`config.mk`:
```
export PLATFORM = sky130hd
export DESIGN_NAME = muldiv_hilo
export DESIGN_NICKNAME = d
export VERILOG_FILES = /design/src/rtl/muldiv_hilo.sv
export SDC_FILE = /design/constraint.sdc
export NUM_CORES = 2
export LEC_CHECK = 0
export ABC_AREA = 1
export ABC_CLOCK_PERIOD_IN_PS = 13300
export CORE_MARGIN = 1
export CORE_UTILIZATION = 25
export CTS_CLUSTER_SIZE = 40
export DETAILED_ROUTE_END_ITERATION = 7
export GPL_ROUTABILITY_DRIVEN = 0
export MAX_ROUTING_LAYER = met4
export PLACE_DENSITY = 0.48
export SLEW_MARGIN = 30
export SYNTH_ARGS = -nofsm -noshare
export SYNTH_HDL_FRONTEND = slang
export SYNTH_SLANG_ARGS = --single-unit
```
`constraint.sdc`:
```
create_clock -name clk -period 13.3 [get_ports clk]
set_input_delay 3.99 -clock clk [delete_from_list [all_inputs] [get_ports clk]]
set_output_delay 3.99 -clock clk [all_outputs]
set_load 0.01 [all_outputs]
```
`src/rtl/muldiv_hilo.sv`:
```
// Multi-cycle multiply/divide unit owning the HI/LO register pair.
// Multiply uses a latency counter; divide is a radix-2 restoring divider plus a sign-fix cycle.
module muldiv_hilo #(
  parameter int unsigned WIDTH      = 32,
  parameter int unsigned MUL_CYCLES = 2
) (
  input  logic             clk,
  input  logic             rst,
  input  logic             start,
  input  logic [2:0]       op,
  input  logic [WIDTH-1:0] a,
  input  logic [WIDTH-1:0] b,
  input  logic             flush,
  input  logic [1:0]       hilo_sel,
  output logic             busy,
  output logic             done,
  output logic             div_by_zero,
  output logic [WIDTH-1:0] hi,
  output logic [WIDTH-1:0] lo,
  output logic [WIDTH-1:0] hilo_rdata
);

  localparam int unsigned CW = $clog2(WIDTH + 1);

  localparam logic [1:0] S_IDLE = 2'd0;
  localparam logic [1:0] S_MUL  = 2'd1;
  localparam logic [1:0] S_DIV  = 2'd2;
  localparam logic [1:0] S_FIX  = 2'd3;

  localparam logic [2:0] OP_MULT  = 3'b000;
  localparam logic [2:0] OP_MULTU = 3'b001;
  localparam logic [2:0] OP_DIV   = 3'b010;
  localparam logic [2:0] OP_DIVU  = 3'b011;
  localparam logic [2:0] OP_MTHI  = 3'b100;
  localparam logic [2:0] OP_MTLO  = 3'b101;

  logic [1:0]       state_q, state_d;
  logic [CW-1:0]    cnt_q, cnt_d;
  logic [WIDTH-1:0] quo_q, quo_d;   // multiplicand during MUL, dividend/quotient during DIV
  logic [WIDTH-1:0] opb_q, opb_d;
  logic [WIDTH-1:0] rem_q, rem_d;
  logic             sgn_q, sgn_d;
  logic             qneg_q, qneg_d;
  logic             rneg_q, rneg_d;
  logic             zero_q, zero_d;
  logic [WIDTH-1:0] hi_q, hi_d;
  logic [WIDTH-1:0] lo_q, lo_d;
  logic             busy_q, busy_d;
  logic             done_q, done_d;
  logic             dbz_q, dbz_d;

  logic             sgn_op, a_neg, b_neg;
  logic [WIDTH-1:0] a_mag, b_mag;
  logic [WIDTH:0]   rem_sh, diff;
  logic [2*WIDTH-1:0] ext_a, ext_b, prod;
  logic [WIDTH-1:0] q_fix, r_fix;

  // Operand conditioning, one restoring step, and the full-width product.
  always_comb begin
    sgn_op = ~op[0];
    a_neg  = sgn_op & a[WIDTH-1];
    b_neg  = sgn_op & b[WIDTH-1];
    a_mag  = a_neg ? (~a + WIDTH'(1)) : a;
    b_mag  = b_neg ? (~b + WIDTH'(1)) : b;
    rem_sh = {rem_q, quo_q[WIDTH-1]};
    diff   = rem_sh - {1'b0, opb_q};
    ext_a  = sgn_q ? {{WIDTH{quo_q[WIDTH-1]}}, quo_q} : {{WIDTH{1'b0}}, quo_q};
    ext_b  = sgn_q ? {{WIDTH{opb_q[WIDTH-1]}}, opb_q} : {{WIDTH{1'b0}}, opb_q};
    prod   = ext_a * ext_b;
    q_fix  = qneg_q ? (~quo_q + WIDTH'(1)) : quo_q;
    r_fix  = rneg_q ? (~rem_q + WIDTH'(1)) : rem_q;
  end

  always_comb begin
    state_d = state_q;
    cnt_d   = cnt_q;
    quo_d   = quo_q;
    opb_d   = opb_q;
    rem_d   = rem_q;
    sgn_d   = sgn_q;
    qneg_d  = qneg_q;
    rneg_d  = rneg_q;
    zero_d  = zero_q;
    hi_d    = hi_q;
    lo_d    = lo_q;
    done_d  = 1'b0;
    dbz_d   = 1'b0;

    case (state_q)
      S_IDLE: begin
        if (start) begin
          case (op)
            OP_MULT, OP_MULTU: begin
              quo_d   = a;
              opb_d   = b;
              sgn_d   = sgn_op;
              cnt_d   = CW'(MUL_CYCLES - 1);
              state_d = S_MUL;
            end
            OP_DIV, OP_DIVU: begin
              quo_d   = a_mag;
              opb_d   = b_mag;
              rem_d   = '0;
              qneg_d  = a_neg ^ b_neg;
              rneg_d  = a_neg;
              zero_d  = (b == '0);
              cnt_d   = CW'(WIDTH - 1);
              state_d = (b == '0) ? S_FIX : S_DIV;
            end
            OP_MTHI: hi_d = a;
            OP_MTLO: lo_d = a;
            default: ;
          endcase
        end
      end
      S_MUL: begin
        if (cnt_q == '0) begin
          hi_d    = prod[2*WIDTH-1:WIDTH];
          lo_d    = prod[WIDTH-1:0];
          done_d  = 1'b1;
          state_d = S_IDLE;
        end else begin
          cnt_d = cnt_q - CW'(1);
        end
      end
      S_DIV: begin
        if (!diff[WIDTH]) begin
          rem_d = diff[WIDTH-1:0];
          quo_d = {quo_q[WIDTH-2:0], 1'b1};
        end else begin
          rem_d = rem_sh[WIDTH-1:0];
          quo_d = {quo_q[WIDTH-2:0], 1'b0};
        end
        if (cnt_q == '0) begin
          state_d = S_FIX;
        end else begin
          cnt_d = cnt_q - CW'(1);
        end
      end
      S_FIX: begin
        done_d  = 1'b1;
        dbz_d   = zero_q;
        state_d = S_IDLE;
        if (!zero_q) begin
          lo_d = q_fix;
          hi_d = r_fix;
        end
      end
      default: state_d = S_IDLE;
    endcase

    // Squash wins over accept and completion: nothing is written or signalled.
    if (flush) begin
      state_d = S_IDLE;
      hi_d    = hi_q;
      lo_d    = lo_q;
      done_d  = 1'b0;
      dbz_d   = 1'b0;
    end

    busy_d = (state_d != S_IDLE);
  end

  always_ff @(posedge clk) begin
    if (rst) begin
      state_q <= S_IDLE;
      cnt_q   <= '0;
      quo_q   <= '0;
      opb_q   <= '0;
      rem_q   <= '0;
      sgn_q   <= 1'b0;
      qneg_q  <= 1'b0;
      rneg_q  <= 1'b0;
      zero_q  <= 1'b0;
      hi_q    <= '0;
      lo_q    <= '0;
      busy_q  <= 1'b0;
      done_q  <= 1'b0;
      dbz_q   <= 1'b0;
    end else begin
      state_q <= state_d;
      cnt_q   <= cnt_d;
      quo_q   <= quo_d;
      opb_q   <= opb_d;
      rem_q   <= rem_d;
      sgn_q   <= sgn_d;
      qneg_q  <= qneg_d;
      rneg_q  <= rneg_d;
      zero_q  <= zero_d;
      hi_q    <= hi_d;
      lo_q    <= lo_d;
      busy_q  <= busy_d;
      done_q  <= done_d;
      dbz_q   <= dbz_d;
    end
  end

  always_comb begin
    case (hilo_sel)
      2'b00:   hilo_rdata = lo_q;
      2'b01:   hilo_rdata = hi_q;
      default: hilo_rdata = '0;
    endcase
  end

  assign busy        = busy_q;
  assign done        = done_q;
  assign div_by_zero = dbz_q;
  assign hi          = hi_q;
  assign lo          = lo_q;

endmodule

```
## Word-level counts from Yosys, hierarchy flattened

Cells that the tools add are included.

- Muxes and demuxes: 39
- Eq/ne operators: 17
- Multipliers: 1
- Reduce and logical (&&, ||, !) cells: 23
- $add $sub $neg: 6
- Bitwise operators: 10

Operators with widths:

| cell | number |
|---|---|
| 32-bit 2-to-1 mux | 16 |
| 32-bit one-hot mux with 2 select lines | 5 |
| 32-bit one-hot mux with 3 select lines | 2 |
| 32-bit by 1-bit adder with 32-bit output (second input constant) | 4 |
| 64-bit 2-to-1 mux | 2 |
| 32-bit NOT | 4 |
| 64-bit by 64-bit multiplier with 64-bit output | 1 |
| 33-bit by 32-bit subtractor with 33-bit output | 1 |
| 32-bit zero test | 1 |
| 6-bit one-hot mux with 2 select lines | 2 |
| 3-bit AND reduction | 5 |
| 6-bit 2-to-1 mux | 2 |
| 6-bit AND reduction | 2 |
| 2-bit 2-to-1 mux | 4 |
| 2-bit inequality test (second input constant) | 4 |
| 2-bit one-hot mux with 4 select lines | 1 |
| 2-bit nonzero test | 4 |
| 2-bit OR reduction | 4 |
| 3-bit by 2-bit == test with 1-bit output (second input constant) | 2 |
| 3-bit == test (second input constant) | 2 |
| 6-bit zero test | 1 |
| 2-bit by 1-bit inequality test with 1-bit output (second input constant) | 3 |
| 6-bit by 1-bit subtractor with 6-bit output (second input constant) | 1 |
| 2-bit by 1-bit == test with 1-bit output (second input constant) | 2 |
| other kinds (14) | 21 |

- Register bits after elaboration: 175
- Input port bits: 73
- Logic and storage cells: 110

## Depth between registers and ports, before layout

- Depth in word-level cells: 7
- Depth in mapped cells: 40
- Mapped depth without buffers: 38

## Worst setup path after synthesis

No wires, ideal clock.

- Kind: input to output
- From: input port hilo_sel[0]
- To: output port hilo_rdata[10]
- Stages: 4
- Setup slack: 4.414 ns
- Buffers on the path: 2
- Arrival time: 4.896 ns
- Cell sequence: clkbuf_1 -> or2_2 -> clkbuf_1 -> o21ai_0

- Word-level cells in the longest chain between the ends: 2
- Elaborated cells on any way between the ends: 3
- Those cells by class: 1 x eq/ne; 1 x mux; 1 x reduce/logical

RTL lines:

| what | line | RTL |
|---|---|---|
| from (decl) | 14 | `input logic [1:0] hilo_sel,` |
| 2-bit by 1-bit == test with 1-bit output / 2-bit zero test (equally long branches) | 199 | `case (hilo_sel)` |
| 32-bit one-hot mux with 2 select lines (*) | 199 |  |
| to (decl) | 20 | `output logic [WIDTH-1:0] hilo_rdata` |

Mark *: on every way between the ends. The rest lies on a longest branch, timed or not.

## Worst setup path in the final report

- From: register quo_q[31]
- To: register hi_q[28], in the netlist hi[28]

- Word-level cells in the longest chain between the ends: 4

RTL lines:

| what | line | RTL |
|---|---|---|
| from (decl) | 39 | `logic [WIDTH-1:0] quo_q, quo_d;` |
| from (signal assigned) | 183 | `quo_q <= quo_d;` |
| 64-bit 2-to-1 mux | 67 | `ext_a = sgn_q ? {{WIDTH{quo_q[WIDTH-1]}}, quo_q} : {{WIDTH{1'b0}}, quo_q};` |
| 64-bit by 64-bit multiplier with 64-bit output | 69 | `prod = ext_a * ext_b;` |
| 32-bit 2-to-1 mux | 117 | `if (cnt_q == '0) begin` |
| 32-bit one-hot mux with 3 select lines | 89 | `case (state_q)` |
| to (signal assigned) | 190 | `hi_q <= hi_d;` |
| to (decl) | 46 | `logic [WIDTH-1:0] hi_q, hi_d;` |

No other way between the ends. The select of a mux whose other input is x is not followed.
A chain may end at the register's enable or synchronous reset.

==> results_dict.tcl <==
set metrics [dict create \
    outcome "completed" \
    design_area_sq_um 69400 \
    pin_count 172 \
    htreeDepth 4 \
    p_per_area_nw_per_um2 53.8 \
    yosysWarningCount 0 \
    cts_buffer_depth 2 \
    syn_inst 8398 \
    clk_pin_slew_ps 90 \
    die_y_um 505 \
    holdBufCountCts 0 \
    synth-async-reset-ratio_pct 0 \
    worst_slew_pin_slew_ps 1110 \
    timing.rr.end "hi[28]" \
    die_x_um 505 \
    r2r-start "quo_q[31]" \
    rrSetupSlack_ps 2690 \
    max_cap_viol_count 0 \
    cp-endpoint "hi[28]" \
    dpl_cell_area_sq_um 68800 \
    yosys.area.top_type "fa_1" \
    avgSynthCellArea_sq_um 7.55 \
    via_count 55000 \
    hold_class "reg -> reg" \
    drt_drc_violations_left 0 \
    period_needed_ps 10610 \
    cts_tree "built" \
    fp-row-count 184 \
    fin_ws_ps 2690 \
    clock-root-buffer "clkbuf_16" \
    globalRouteTotalUtil_pct 21.2 \
    start_util_pct 25.2 \
    fmax_ghz 0.0942 \
    cp_slowest_cell "fa_1" \
    cts_resized 0 \
    hold_viol 0 \
    synth.most_common_cell "inv_1" \
    finalCritPeriodShare_pct 79.8 \
    grt_pass1_wl_mm 386 \
    clk_latency_ps 510 \
    routed_wl_mm 261 \
    synth.cell_area_sq_um 63400 \
    cp_max_fo 17 \
    fin_worst_skew_ps 19.4 \
    rsz0062_at_grt "false" \
    required_ps 13730 \
    nNetsFinal 10200 \
    power.leakage_nw 38.2 \
    overflow 0 \
    crit_type "reg -> reg" \
    p_total_mw 3.73 \
    critical-path-top-delay-family "adder cells" \
    critPathLaunch "quo_q[31]" \
    rr_worst_depth 29 \
    firstDrtPassIters 7 \
    slew_viol_final 0 \
    antenna_found_initial 9 \
    grt_max_degree 86 \
    setup_viol 0 \
    ys_types 60 \
    dieArea_sq_um 256000 \
    tns_ps 0 \
    postCtsSetupBuffers 0 \
    dr.first_iter.drc_count 5385 \
    ant_nets 0 \
    crit_path_end_kind "flip-flop" \
    drive_above_1_share_pct 3.14 \
    path_buf_inv 6 \
    avgViaCountPerCell 4.70 \
    area_delta_synth_final_pct 9.51 \
    yosysSeqAreaShare_pct 5.53 \
    yosys-top-cells-area "fa_1 (45%), inv_1 (15%), nand2_1 (10%)" \
    ys_ff_latch 175 \
    port_buffers 171 \
    peakVddDrop_mv 0.116 \
    slew_headroom_pct 25.3 \
    routedWlPerCell_um 22.3 \
    cp.depth 29 \
    dpl_worst_slack_ps 3030 \
    startpoint_type "flip-flop" \
    hpwl_mm 213 \
    clock_sinks 175 \
    synthFlopType "dfxtp_1" \
    syn_nets 10200 \
    cts_buffers 17 \
    cp_common_cell "fa_1" \
    core_area_sq_um 252000 \
    grt_pass1_vias 57200 \
    n_fill_cell 27600 \
    cpPeakStageDelay_ps 920 \
    arrival_ps 11040 \
    synth_top_cell_area_share_pct 44.9 \
    synth_common_cells "inv_1 (2549), nand2_1 (1754), fa_1 (1420), nor2_1 (457), ha_1 (351)" \
    synth-edff-count 0 \
]
[worst register-to-register path: cells and delay by family, from the launching register on]
kind	cells	cell delay, ps
buffers and inverters	6	1110
AND/OR/NAND/NOR	8	1770
AO/OA/AOI/OAI	4	860
flip-flops	1	530
adder cells (fa/ha/maj)	11	6270
[final cells by class]
type | instances | area (sq um) | share of cell area (%)
Sequential cell | 175 | 3550 | 5.12
Clock inverter | 14 | 165 | 0.238
Timing Repair Buffer | 280 | 2570 | 3.70
Clock buffer | 18 | 429 | 0.618
Antenna cell | 8 | 20.0 | 0.0288
Tap cell | 3348 | 4190 | 6.04
Inverter | 2561 | 9620 | 13.9
Multi-Input combinational cell | 5300 | 48900 | 70.4
[logic make-up after synthesis]
group / after synthesis / share of synthesized area (%)
buf+inv: 2923 / 17.4
simple gates: 2631 / 16.9
fa+ha+maj: 1771 / 51.8
compound gates: 831 / 7.43
flops: 175 / 5.53
xor+xnor: 67 / 0.926
[metal layers]
metal  vias to the layer above  global-route usage, %  routed length [um]
met5                         -                      -                   0
met1                     28100                   28.1              111000
li1                      24100                      -                   -
met3                       391                   2.61               20000
met2                      2481                   32.9              118000
met4                         0                   7.89               11700
[per-stage QoR]
stage                     hold WS [ps]  std cells  util (%)
after global routing               500      11700      27.6
after global placement             457      11700      27.3
final                              465      11700      27.6
after floorplan                    425       8398         -
after detailed placement           463      11700      27.3
after CTS                          476      11700      27.6
[flip-flops by register name, indices dropped and copies added (netlist names)]
name,cells
div_by_zero,1
busy,1
opb_q,32
rneg_q,1
lo,32
cnt_q,6
rem_q,32
sgn_q,1
hi,32
qneg_q,1
done,1
state_q,2
quo_q,32
zero_q,1
[how the worst min path moves through the flow]
stage                         from  cells after the start     endpoint
after global routing      cnt_q[0]                      1     cnt_q[0]
after CTS                 cnt_q[0]                      1     cnt_q[0]
after global placement    cnt_q[0]                      1     cnt_q[0]
after detailed placement  cnt_q[0]                      1     cnt_q[0]
final                     cnt_q[0]                      1     cnt_q[0]
after floorplan             zero_q                      2  div_by_zero
[placed cells by master (no fill, tap or decap), types with 9 or more instances in the layout]
cell type,netlist,final
o221ai_1,27,27
clkdlybuf4s50_1,0,170
dfxtp_1,175,143
nor3_1,59,59
o21bai_1,19,19
nand3b_1,14,14
nor2_2,12,11
xnor2_1,31,31
a21o_1,11,11
o21ai_0,292,292
nor4_1,9,9
or2_2,16,16
nand2_2,12,13
nor2_1,457,456
o211ai_1,47,47
dfxtp_2,0,28
buf_4,1,106
o21ai_2,9,9
o31ai_1,9,9
a221oi_1,12,12
nand2_1,1754,1753
clkbuf_16,0,17
a41oi_1,10,10
o21ai_1,9,9
ha_1,351,350
xor2_1,36,36
nand3_1,225,225
fa_1,1420,1420
a21oi_1,331,330
inv_1,2549,2548
nor2_4,9,11
nand4_1,40,40
a31oi_1,26,26
[report_power, final]
part / switching, mW / leakage [nW] / total (mW) / internal [mW]
Combinational: 1.74 / 36.5 / 2.53 / 0.785
Sequential: 0.0977 / 1.44 / 0.658 / 0.561
Clock: 0.292 / 0.290 / 0.546 / 0.254
Total: 2.13 / 38.2 / 3.73 / 1.60
(Power assumes the default switching activity.)
